File: src/rtl/interleaver_sched.sv
// Junction sequencer for interleaver_set: loads the sweep-start pattern from a config stream
// and steps cycle_index through each pass. Optional sweep monitor: define INTLV_SWEEP_MON_EN.
module interleaver_sched #(
   parameter int p     = 32,
   parameter int fo    = 2,
   parameter int z     = 8,
   parameter int ec    = 2,
   parameter int CFG_W = 16,
   localparam int NW      = p * fo / z,
   localparam int CPC     = NW + ec,
   localparam int LPZ     = (p == z) ? 1 : $clog2(p / z),
   localparam int SS_BITS = LPZ * fo * z,
   localparam int NWORDS  = (SS_BITS + CFG_W - 1) / CFG_W,
   localparam int CIW     = (CPC > 1) ? $clog2(CPC) : 1,
   localparam int EIW     = (NW > 1) ? $clog2(NW) : 1,
   localparam int SNW     = (fo > 1) ? $clog2(fo) : 1
) (
   input  logic               clk,
   input  logic               reset,
   input  logic               cfg_valid,
   output logic               cfg_ready,
   input  logic [CFG_W-1:0]   cfg_data,
   output logic               cfg_done,
   output logic [SS_BITS-1:0] sweepstart,
   input  logic               start,
   input  logic               continuous,
   input  logic               stall,
   input  logic               abort,
   output logic               busy,
   output logic [CIW-1:0]     cycle_index,
   output logic [EIW-1:0]     eff_cycle_index,
   output logic               idx_valid,
   output logic               junction_done,
   output logic [SNW-1:0]     sweep_num,
   output logic               sweep_first
);

   localparam int WCW = (NWORDS > 1) ? $clog2(NWORDS) : 1;
   localparam logic [WCW-1:0] WORD_LAST = WCW'(NWORDS - 1);
   localparam logic [CIW-1:0] CI_LAST   = CIW'(CPC - 1);
   // One extra bit so NW == 2**CIW (ec == 0) still compares correctly.
   localparam logic [CIW:0]   NW_X      = (CIW + 1)'(NW);

   typedef enum logic [1:0] {
      UNCFG = 2'd0,
      IDLE  = 2'd1,
      RUN   = 2'd2
   } state_t;

   state_t               state_r;
   logic                 cfg_ready_r;
   logic                 cfg_done_r;
   logic                 busy_r;
   logic                 jd_r;
   logic [CIW-1:0]       ci_r;
   logic [WCW-1:0]       word_cnt_r;
   logic [SS_BITS-1:0]   ss_r;
   logic                 acc_s;
   logic                 last_s;
   logic [WCW-1:0]       widx_s;
   logic                 idx_valid_s;
   logic [EIW-1:0]       eff_s;

   // Config handshake decode: a word arriving after a complete load restarts at word 0.
   always_comb begin
      acc_s = cfg_valid & cfg_ready_r;
      if (cfg_done_r) begin
         widx_s = {WCW{1'b0}};
      end else begin
         widx_s = word_cnt_r;
      end
      last_s = (widx_s == WORD_LAST);
   end

   // Config storage: word counter, done flag and the sweep-start pattern.
   always_ff @(posedge clk or posedge reset) begin
      if (reset) begin
         word_cnt_r <= {WCW{1'b0}};
         cfg_done_r <= 1'b0;
         ss_r       <= {SS_BITS{1'b0}};
      end else if (acc_s) begin
         for (int i = 0; i < SS_BITS; i++) begin
            if ((i / CFG_W) == int'(widx_s)) begin
               ss_r[i] <= cfg_data[i % CFG_W];
            end
         end
         word_cnt_r <= last_s ? {WCW{1'b0}} : (widx_s + {{(WCW-1){1'b0}}, 1'b1});
         cfg_done_r <= last_s;
      end
   end

   // Pass sequencer: state, cycle counter and registered status outputs.
   always_ff @(posedge clk or posedge reset) begin
      if (reset) begin
         state_r     <= UNCFG;
         cfg_ready_r <= 1'b1;
         busy_r      <= 1'b0;
         jd_r        <= 1'b0;
         ci_r        <= {CIW{1'b0}};
      end else begin
         jd_r <= 1'b0;
         case (state_r)
            UNCFG: begin
               if (acc_s && last_s) begin
                  state_r <= IDLE;
               end
            end
            IDLE: begin
               // A config word in the same cycle takes precedence over start.
               if (start && cfg_done_r && !acc_s) begin
                  state_r     <= RUN;
                  busy_r      <= 1'b1;
                  cfg_ready_r <= 1'b0;
                  ci_r        <= {CIW{1'b0}};
               end
            end
            RUN: begin
               if (abort) begin
                  state_r     <= IDLE;
                  busy_r      <= 1'b0;
                  cfg_ready_r <= 1'b1;
                  ci_r        <= {CIW{1'b0}};
               end else if (!stall) begin
                  if (ci_r == CI_LAST) begin
                     jd_r <= 1'b1;
                     ci_r <= {CIW{1'b0}};
                     if (!continuous) begin
                        state_r     <= IDLE;
                        busy_r      <= 1'b0;
                        cfg_ready_r <= 1'b1;
                     end
                  end else begin
                     ci_r <= ci_r + {{(CIW-1){1'b0}}, 1'b1};
                  end
               end
            end
            default: begin
               state_r     <= UNCFG;
               busy_r      <= 1'b0;
               cfg_ready_r <= 1'b1;
               ci_r        <= {CIW{1'b0}};
            end
         endcase
      end
   end

   // Index decode for interleaver_set; a single working cycle always maps to index 0.
   always_comb begin
      idx_valid_s = busy_r & ~stall & ({1'b0, ci_r} < NW_X);
      if (NW == 1) begin
         eff_s = {EIW{1'b0}};
      end else begin
         eff_s = ci_r[EIW-1:0];
      end
   end

`ifdef INTLV_SWEEP_MON_EN
   localparam int SWL = $clog2(p / z);
   generate
      if (fo == 1) begin : g_one_sweep
         assign sweep_num   = {SNW{1'b0}};
         assign sweep_first = idx_valid_s & (eff_s == {EIW{1'b0}});
      end else if (SWL == 0) begin : g_one_cycle_sweep
         assign sweep_num   = eff_s;
         assign sweep_first = idx_valid_s;
      end else begin : g_multi_cycle_sweep
         assign sweep_num   = eff_s[EIW-1:SWL];
         assign sweep_first = idx_valid_s & (eff_s[SWL-1:0] == {SWL{1'b0}});
      end
   endgenerate
`else
   assign sweep_num   = {SNW{1'b0}};
   assign sweep_first = 1'b0;
`endif

   assign cfg_ready       = cfg_ready_r;
   assign cfg_done        = cfg_done_r;
   assign sweepstart      = ss_r;
   assign busy            = busy_r;
   assign cycle_index     = ci_r;
   assign eff_cycle_index = eff_s;
   assign idx_valid       = idx_valid_s;
   assign junction_done   = jd_r;

endmodule
File: config.mk
export PLATFORM = sky130hd
export DESIGN_NAME = interleaver_sched
export DESIGN_NICKNAME = d
export VERILOG_FILES = /design/src/rtl/interleaver_sched.sv
export SDC_FILE = /design/constraint.sdc
export NUM_CORES = 1
export LEC_CHECK = 0
export BUFFER_PORTS_ARGS = -buffer_cell sky130_fd_sc_hd__clkbuf_2
export CORE_MARGIN = 8
export CORE_UTILIZATION = 46
export CTS_BUF_LIST = sky130_fd_sc_hd__clkbuf_8
export DETAILED_ROUTE_END_ITERATION = 10
export PLACE_DENSITY = 0.8
export SKIP_CTS_REPAIR_TIMING = 1
export SLEW_MARGIN = 25
export SYNTH_ARGS = -nofsm -noshare
export SYNTH_HDL_FRONTEND = slang
export SYNTH_SLANG_ARGS = --single-unit
File: constraint.sdc
create_clock -name clk -period 1.4 [get_ports clk]
set_input_delay 0.21 -clock clk [delete_from_list [all_inputs] [get_ports clk]]
set_output_delay 0.21 -clock clk [all_outputs]
set_load 0.05 [all_outputs]
==> key figures, run 1 <==
Outcome
  – Run status: complete, but fails checks
  – Failing checks: setup timing

Worst hold path
  – Min-delay worst type: primary input to flop

Routing
  – Via count: 1366
  – Post-route ant nets: 0
  – Residual DRC: 0
  – Wire per inst: around 17 microns
  – DRT iter0 DRCs: 75
  – First drt pass iteration count: 4
  – Routed WL: roughly 4500 microns
  – Via-to-Cell Ratio: 5.14

Clocking
  – Reg clk slew, reported paths: ~0.08 ns
  – TritonCTS clock tree: yes
  – H-tree levels: 2
  – Root Buffer: clkbuf_8
  – Sink Count: 43
  – Num CTS Buffers: 5
  – Clk_lat worst skew: between 0.2 and 0.3 ns
  – Clock buffer depth: 2

Setup path
  – Critical Path Fanout Max: 8
  – Setup crit start kind: flop
  – Crit path required time: roughly 1.6 ns
  – Crit path kind: flop to flop
  – Crit end category: flop
  – Arrival time worst endpoint: 1.72 ns

Synth
  – Main flop type after synthesis: dfrtp_1
  – Mean Syn Cell Area: about 14 sq um
  – Netlist cell types: 35
  – Post-Syn Area: 0.00186 sq mm
  – Top cells by area, synth: dfrtp_1 (56%), mux2_2 (19%), buf_4 (2.8%), nand2b_1 (1.7%), a221o_1 (1.6%)
  – Syn Inst Count: 134
  – Seq cells post-synth: between 40 and 50
  – Number of synthesized flops with an enable pin: 0
  – Register area share after synthesis: 57.9%
  – Post-synth ARST share: 100%
  – Area leader, netlist: dfrtp_1
  – Top-area cell type share of the netlist area: 56.5%
  – Yosys warns: 0

Die
  – FP Rows: 23
  – Area of the core: 0.00394 sq mm
  – Die width: 79.6 microns
  – Die area: 0.00634 sq mm
  – Die Y: 79.6 microns
  – Io pins: 69
  – Starting density of the core: between 40% and 50%

Cells and area
  – Area growth from synthesis to layout: 43.3%
  – Final std cells w/o fill: 266
  – Fill cells: 282
  – Share of layout cells above drive strength 1: 63.4%
  – Footprint of the multi-input gates: 822 sq um
  – Antenna fix cells: 0
  – Register area: 0.00109 sq mm
  – Nets: 238

Timing
  – Setup Skew: 0.00378 ns
  – RSZ-0062 raised after global routing: true
  – Final WS setup: -0.152 ns
  – Max Fclk: around 0.64 GHz
  – Hold Fails Final Rpt: 0
  – Final Cycle Share: 111%
  – Final Slew Violations: 0
  – Setup violators final: 35
  – Final min period: between 1.5 and 2 ns
  – Fin Hold WS: 0.170 ns

Global routing
  – Antenna violations before repair: 0
  – Largest net degree at the start of global routing: 44
  – Vias in the first global route: roughly 1400
  – Total gr overflow: 0
  – Overall routing resource usage: 13.3%
  – First-pass GRT wire length: around 6700 microns

Place
  – DP HPWL: 3150 microns
  – Placed insts: 254
  – Gpl congestion: 0.799
  – Post-Place Worst Slack: -0.153 ns
  – # port buffers: 66

Job
  – Max Cap Viol: 0
synthesized netlist by cell type, types with 2 or more instances:
| cell | n |
|---|---|
| inv_1 | 6 |
| nand2_1 | 4 |
| nor3_1 | 2 |
| and2_1 | 2 |
| nor2_1 | 2 |
| and3_1 | 2 |
| nand2b_1 | 5 |
| buf_4 | 7 |
| buf_6 | 2 |
| a221o_1 | 3 |
| nor2b_1 | 2 |
| mux2_2 | 32 |
| nor3b_1 | 2 |
| dfrtp_1 | 42 |
state kept, by name (all words and copies together) (netlist names):
signal	cells
busy	1
cfg_done	1
cfg_ready	1
cycle_index	4
junction_done	1
state_r	2
sweepstart	32
word_cnt_r	1
stage by stage:
step | setup TNS [ns] | instance area (sq um) | utilization [%]
floorplan | -5.87 | 1930 | -
CTS | -3.55 | 2490 | 63.2
global route | -4.58 | 2670 | 67.7
global placement | -1.84 | 2360 | 59.9
detailed placement | -2.87 | 2360 | 59.9
finish | -3.28 | 2670 | 67.7
cell families (layout without fill, tap and decap cells):
| family | count (synthesis) | after routing | synth area share (%) |
|---|---|---|---|
| buffers and inverters | 15 | 96 | 5.24 |
| multiplexers | 32 | 32 | 19.4 |
| AND/OR/NAND/NOR | 27 | 27 | 10.3 |
| flip-flops | 43 | 43 | 57.9 |
| other | 1 | 2 | 0.201 |
| AO/OA/AOI/OAI | 16 | 16 | 6.99 |
area by class of cell:
cell class,instances,share of cell area (%)
multi-input combinational,77,30.8
timing repair buffer,82,20.3
clock inverter,3,2.39
clock buffer,5,2.58
inverter,6,0.844
tap,50,2.35
sequential,43,40.7
worst max-delay path, cell delays in order (launching register included):
cell and delay (ns):
dfstp_4 0.63, and4b_2 0.31, clkbuf_16 0.19, mux2_4 0.30
layout by cell type (no fill, tap or decap), types with 2 or more instances in the layout:
| cell | n |
|---|---|
| a221o_1 | 3 |
| and2_1 | 2 |
| and3_1 | 2 |
| buf_12 | 3 |
| buf_4 | 10 |
| bufinv_16 | 2 |
| clkbuf_16 | 2 |
| clkbuf_2 | 64 |
| clkbuf_8 | 5 |
| conb_1 | 2 |
| dfrtp_1 | 38 |
| dfrtp_2 | 4 |
| inv_1 | 5 |
| mux2_2 | 8 |
| mux2_4 | 24 |
| nand2_1 | 3 |
| nand2b_1 | 5 |
| nor2_1 | 2 |
| nor2b_1 | 2 |
| nor4b_4 | 2 |
worst paths after layout:
check / startpoint / end / slack, ns / depth (start not counted)
min in group asynchronous: reset / sweepstart[16]$_DFFE_PP0P_ / 0.50 / 4
max in group asynchronous: reset / cfg_ready$_DFFE_PP1P_ / 0.65 / 4
min: cfg_data[1] / sweepstart[17]$_DFFE_PP0P_ / 0.17 / 2
min reg2reg: sweepstart[1]$_DFFE_PP0P_ / sweepstart[1]$_DFFE_PP0P_ / 0.51 / 1
max: cfg_ready$_DFFE_PP1P_ / sweepstart[27]$_DFFE_PP0P_ / -0.15 / 3
max reg2reg: cfg_ready$_DFFE_PP1P_ / sweepstart[27]$_DFFE_PP0P_ / -0.15 / 3
per-layer routing:
metal / vias to the layer above / wire (microns) / GRT usage (%)
li1: 634 / - / -
met1: 656 / 2070 / 16.9
met2: 70 / 2030 / 20.9
met3: 6 / 383 / 4.84
met4: 0 / 42 / 3.33
met5: - / 0 / 0
Power of run 1 is left out: the tool's default activity adds up to more than one toggle a clock period on the data nets, which glitch-free logic cannot reach.
==> inputs of run 2 (changes only) <==
--- a/config.mk
+++ b/config.mk
@@ -7,11 +7,10 @@
 export LEC_CHECK = 0
 export BUFFER_PORTS_ARGS = -buffer_cell sky130_fd_sc_hd__clkbuf_2
 export CORE_MARGIN = 8
-export CORE_UTILIZATION = 46
+export CORE_UTILIZATION = 37
 export CTS_BUF_LIST = sky130_fd_sc_hd__clkbuf_8
 export DETAILED_ROUTE_END_ITERATION = 10
-export PLACE_DENSITY = 0.8
-export SKIP_CTS_REPAIR_TIMING = 1
+export PLACE_DENSITY = 0.67
 export SLEW_MARGIN = 25
 export SYNTH_ARGS = -nofsm -noshare
 export SYNTH_HDL_FRONTEND = slang
==> run 2 against run 1 <==
- sequential share of layout area is essentially flat
- critical path depth is the same
- global-route usage shrank 0.92 points
- via count is essentially flat
- the run still ends with setup timing left
- highest routed layer unchanged
- die area grew 19%
- clock-buffer cell count grew 2
- first-iteration DRC count shrank 57%
- worst hold slack lost 0.0021 ns
- utilization shrank 14 points
- flip-flop and latch count is the same
- setup slack gained 0.047 ns
==> key figures, run 2 (synthesized netlist as in run 1, its figures left out) <==
Clocking
  – Reg clk slew, reported paths: 0.07 ns
  – Sink Count: 43
  – Num CTS Buffers: 5
  – Clock buffer depth: 2
  – H-tree levels: 2
  – Clk_lat worst skew: 0.29 ns
  – Root Buffer: clkbuf_8
  – TritonCTS clock tree: yes

Cells and area
  – Commonest non-fill, non-tap cell in the layout: clkbuf_2
  – Fill cells: 449
  – Footprint of the multi-input gates: 840 sq um
  – Most frequent cells in the layout: clkbuf_2 (63), dfrtp_1 (38), mux2_4 (26)
  – Nets: 238
  – Area growth from synthesis to layout: 43.4%
  – Max reg flops: 32
  – Antenna fix cells: 0
  – Register area: ~0.0011 sq mm
  – Share of layout cells above drive strength 1: approximately 65%

Die
  – Die width: 86.9 microns
  – Io pins: 69
  – Die area: 0.00756 sq mm
  – Starting density of the core: 37.4%
  – Area of the core: 0.00498 sq mm
  – FP Rows: 26
  – Die Y: 86.9 microns

Timing
  – Final Slew Violations: 0
  – Final Cycle Share: 107%
  – Final WS setup: -0.105 ns
  – Setup Skew: 0.00321 ns
  – Final min period: 1.50 ns
  – Setup violators final: 38
  – Relative slew slack: 57.8%
  – Slew @ Worst Pin: around 0.63 ns
  – Max Fclk: roughly 0.66 GHz
  – RSZ-0062 raised after global routing: true
  – Hold Fails Final Rpt: 0

Routing
  – First drt pass iteration count: 4
  – Routed WL: between 4000 and 5000 microns
  – Wire per inst: roughly 16 microns
  – Via-to-Cell Ratio: 4.78
  – Via count: 1367
  – DRT iter0 DRCs: 32
  – Post-route ant nets: 0
  – Residual DRC: 0

Setup path
  – Slowest stage delay, CP: around 0.64 ns
  – Crit-path cells: and4b_2, buf_6, mux2_4
  – Crit path required time: 1.57 ns
  – Setup crit start kind: flop
  – Crit path kind: flop to flop
  – Arrival time worst endpoint: 1.68 ns
  – Crit end category: flop
  – Critical Path Fanout Max: 5
  – Slowest cell on crit path: dfstp_4

Outcome
  – Failing checks: setup timing
  – Run status: complete, but fails checks

Global routing
  – Antenna violations before repair: 0
  – Vias in the first global route: ~1500
  – Total gr overflow: 0
  – First-pass GRT wire length: 7400 microns
  – Overall routing resource usage: between 10 and 15%
  – Largest net degree at the start of global routing: 29

Worst hold path
  – Min-delay worst type: primary input to flop

Job
  – Max Cap Viol: 0

Place
  – Gpl congestion: about 0.8
  – # port buffers: 66
  – DP HPWL: between 3000 and 4000 microns
  – Post-Place Worst Slack: -0.125 ns
## run 2: cell types whose count changed in the layout (fill, tap and decap cells not counted), moves of 2 or more
cell / before / now
buf_6: 1 / 5
buf_4: 10 / 7
bufinv_16: 2 / 0
clkbuf_8: 5 / 7
mux2_2: 8 / 6
mux2_4: 24 / 26
## run 2: layout make-up
cell class,instances,area share (%)
Sequential cell,43,40.7
Timing Repair Buffer,82,20.0
Multi-Input combinational cell,77,31.4
Clock inverter,1,0.141
Clock buffer,7,3.61
Tap cell,70,3.28
Inverter,6,0.843
## run 2: path summary, 6_finish.rpt
path / start / end / slack (ns) / cells after the start
worst min-delay path: cfg_data[12] / sweepstart[12]$_DFFE_PP0P_ / 0.17 / 2
worst max register to register: cfg_ready$_DFFE_PP1P_ / sweepstart[18]$_DFFE_PP0P_ / -0.10 / 3
min in group asynchronous: reset / sweepstart[31]$_DFFE_PP0P_ / 0.48 / 3
worst min register to register: sweepstart[0]$_DFFE_PP0P_ / sweepstart[0]$_DFFE_PP0P_ / 0.51 / 1
worst max-delay path: cfg_ready$_DFFE_PP1P_ / sweepstart[18]$_DFFE_PP0P_ / -0.10 / 3
max in group asynchronous: reset / sweepstart[3]$_DFFE_PP0P_ / 0.42 / 4
## run 2: what timing repair did
| item | CTS | global route |
|---|---|---|
| setup buffers | 1 | 0 |
| pin swaps | 3 | 2 |
| resized for setup | 32 | 12 |
| hold buffers | 1 | 0 |
| cloned | 1 | 0 |
| setup endpoints to repair | 40 | 43 |
| hold endpoints to repair | 14 | 0 |
## run 2: per-stage QoR
step	instances	cell area (sq um)	util (%)	hold slack [ns]	TNS (ns)
2_1_floorplan	135	1930	-	0.358	-5.87
3_3_place_gp	275	2380	47.8	0.233	-1.87
3_5_place_dp	275	2380	47.8	0.224	-2.71
4_1_cts	286	2630	52.8	0.154	-2.68
5_1_grt	286	2670	53.6	0.159	-4.29
6_report	286	2670	53.6	0.168	-2.43
## run 2: routing by layer
metal	track usage, %	part of all wire [%]	vias to the layer above
met5	0	0	-
met4	3.29	0.95	0
met3	5.19	8.6	5
met2	19.6	47	50
met1	15.2	44	674
li1	-	-	638
## run 2: worst max-delay path, delay by kind of cell (launching register included)
family                 cells  cell delay [ns]
AND/OR/NAND/NOR            1             0.29
multiplexers               1             0.31
flip-flops                 1             0.64
buffers and inverters      1             0.16
Power of run 2 is left out for the same reason.
==> inputs of run 3 (changes only) <==
==> constraint.sdc (replaced) <==
create_clock -name clk -period 1.3 [get_ports clk]
set_input_delay 0.195 -clock clk [delete_from_list [all_inputs] [get_ports clk]]
set_output_delay 0.195 -clock clk [all_outputs]
set_load 0.05 [all_outputs]
==> run 3 against run 2 <==
- fmax shrank 3.7%
- largest cell class unchanged
- routed wire length grew 3.5%
- die area is the same
- register-to-register slack lost 0.16 ns
- clock skew grew 0.0027 ns
- non-clock buffer count grew 6
- global-route usage grew 0.090 points
- clock-buffer cell count shrank 2
- the flow still finishes with violations (setup timing)
- critical path type unchanged
- cell count grew 2.1%
==> key figures, run 3 (synthesized netlist as in run 1, its figures left out) <==
Global routing
  – Vias in the first global route: approximately 1500
  – Overall routing resource usage: 12.5%
  – Total gr overflow: 0
  – Largest net degree at the start of global routing: between 40 and 50
  – First-pass GRT wire length: 7460 microns
  – Antenna violations before repair: 0

Clocking
  – TritonCTS clock tree: yes
  – Root Buffer: clkbuf_8
  – Clk_lat worst skew: 0.29 ns
  – Num CTS Buffers: 5
  – Sink Count: 43
  – Clock buffer depth: 2
  – H-tree levels: 2
  – Reg clk slew, reported paths: 0.09 ns

Die
  – Die area: between 0.007 and 0.008 sq mm
  – FP Rows: 26
  – Die width: about 87 microns
  – Area of the core: 0.00498 sq mm
  – Starting density of the core: 37.4%
  – Die Y: 86.9 microns
  – Io pins: 69

Power
  – Peak VDD IR: 0.00164 V
  – Clock power frac: 12.5%
  – Combinational share of power: about three fifths
  – Sw frac: about 47%
  – Pwr Density: 2980 mW/mm^2
  – Net load switching power: 4.05 mW
  – Internal power: 4.54 mW
  – Seq pwr share: 27.6%
  – Leak: 1.40 nW

Timing
  – Fin Hold WS: 0.144 ns
  – Final WS setup: -0.263 ns
  – Setup Skew: 0.00591 ns
  – Final Cycle Share: 120%
  – RSZ-0062 raised after global routing: true
  – Final Slew Violations: 0
  – Setup violators final: 42
  – Max Fclk: 0.640 GHz
  – Hold Fails Final Rpt: 0
  – Final min period: 1.56 ns

Setup path
  – Critical Path Fanout Max: 5
  – Crit path kind: flop to flop
  – Worst R2R End: sweepstart[27]$_DFFE_PP0P_
  – R2R Path Start: cfg_ready$_DFFE_PP1P_
  – Crit path from: cfg_ready$_DFFE_PP1P_
  – Reg-to-reg setup timing slack: -0.26 ns
  – Crit end category: flop
  – Crit path required time: 1.48 ns
  – Arrival time worst endpoint: 1.74 ns
  – Worst reg2reg path depth: 3
  – Setup crit start kind: flop

Worst hold path
  – Min-delay worst type: primary input to flop
  – Hold EP: sweepstart[30]$_DFFE_PP0P_
  – Hold Crit Start: cfg_data[14]
  – Worst Hold Path Cells: 2

Cells and area
  – Footprint of the multi-input gates: 897 sq um
  – Register area: 0.00109 sq mm
  – Nets: 244
  – Antenna fix cells: 0
  – Area growth from synthesis to layout: 54.8%
  – Max reg flops: 32
  – Final std cells w/o fill: roughly 290
  – Commonest non-fill, non-tap cell in the layout: clkbuf_2
  – Fill cells: 407
  – Final core utilization: 57.9%
  – Share of layout cells above drive strength 1: 68.9%
  – Most frequent cells in the layout: clkbuf_2 (57), dfrtp_1 (38), mux2_4 (30)

Routing
  – DRT iter0 DRCs: 24
  – Wire per inst: 16.1 microns
  – Routed WL: 4700 microns
  – Via-to-Cell Ratio: about 4.7
  – First drt pass iteration count: 4
  – Via count: 1370
  – Post-route ant nets: 0
  – Residual DRC: 0

Job
  – Max Cap Viol: 0

Place
  – Gpl congestion: 0.781
  – DP HPWL: 3160 microns
  – Placed insts: 279
  – # port buffers: 66

Outcome
  – Failing checks: setup timing
  – Run status: complete, but fails checks
-- run 3: changes by cell type in the layout (fill, tap and decap cells not counted), moves of 2 or more --
| cell | change |
|---|---|
| clkbuf_4 | +2 |
| buf_4 | +7 |
| clkbuf_16 | +4 |
| buf_6 | -2 |
| clkbuf_2 | -6 |
| mux2_4 | +4 |
| mux2_2 | -4 |
-- run 3: layer usage --
layer / vias to the layer above / GRT usage, % / share of wire [%]
met3: 9 / 3.96 / 6.6
li1: 643 / - / -
met1: 676 / 15.1 / 42
met2: 42 / 20.1 / 50
met4: 0 / 4.85 / 1.5
met5: - / 0 / 0
-- run 3: worst max path at each step --
stage	depth (start not counted)	slack (ns)	end
after floorplan	4	-0.33	sweepstart[16]$_DFFE_PP0P_
after global placement	3	-0.20	sweepstart[26]$_DFFE_PP0P_
after CTS	3	-0.23	sweepstart[19]$_DFFE_PP0P_
final	3	-0.26	sweepstart[27]$_DFFE_PP0P_
after detailed placement	3	-0.22	sweepstart[19]$_DFFE_PP0P_
after global routing	3	-0.29	sweepstart[16]$_DFFE_PP0P_
-- run 3: timing repair --
action / CTS / global route
pin swaps: 4 / 3
setup endpoints to repair: 47 / 51
hold buffers: 1 / 0
cloned: 0 / 3
gates resized for setup: 37 / 32
setup buffers: 1 / 0
hold endpoints to repair: 42 / 0
-- run 3: layout make-up --
class                   count  area share [%]
clock buffers               5            2.39
clock inverters             3            1.65
inverters                   6           0.781
multi-input cells          77            31.1
flip-flops and latches     43            37.7
well taps                  70            3.04
repair buffers             88            23.4
-- run 3: stage by stage --
stage	setup TNS [ns]	total power, mW	setup WS (ns)	instance area [sq um]
2_1_floorplan	-9.87	5.65	-0.328	1930
3_3_place_gp	-5.76	6.67	-0.195	2410
3_5_place_dp	-6.28	6.73	-0.221	2410
4_1_cts	-6.59	8.23	-0.227	2700
5_1_grt	-9.85	9.00	-0.294	2880
6_report	-8.07	8.59	-0.263	2880
-- run 3: critical path, stage by stage (launching register included) --
cell,delay [ns]
dfstp_4,0.65
and4b_4,0.33
clkbuf_16,0.17
mux2_4,0.29
-- run 3: power groups by stage --
stage               Combinational [mW]  Sequential [mW]  Clock, mW
finish                            5.15             2.37       1.07
global route                      5.38             2.45       1.17
CTS                               4.76             2.36       1.11
detailed placement                4.37             2.37          0
global placement                  4.33             2.35          0
floorplan                         1.28             4.37          0
(Power assumes the default switching activity.)
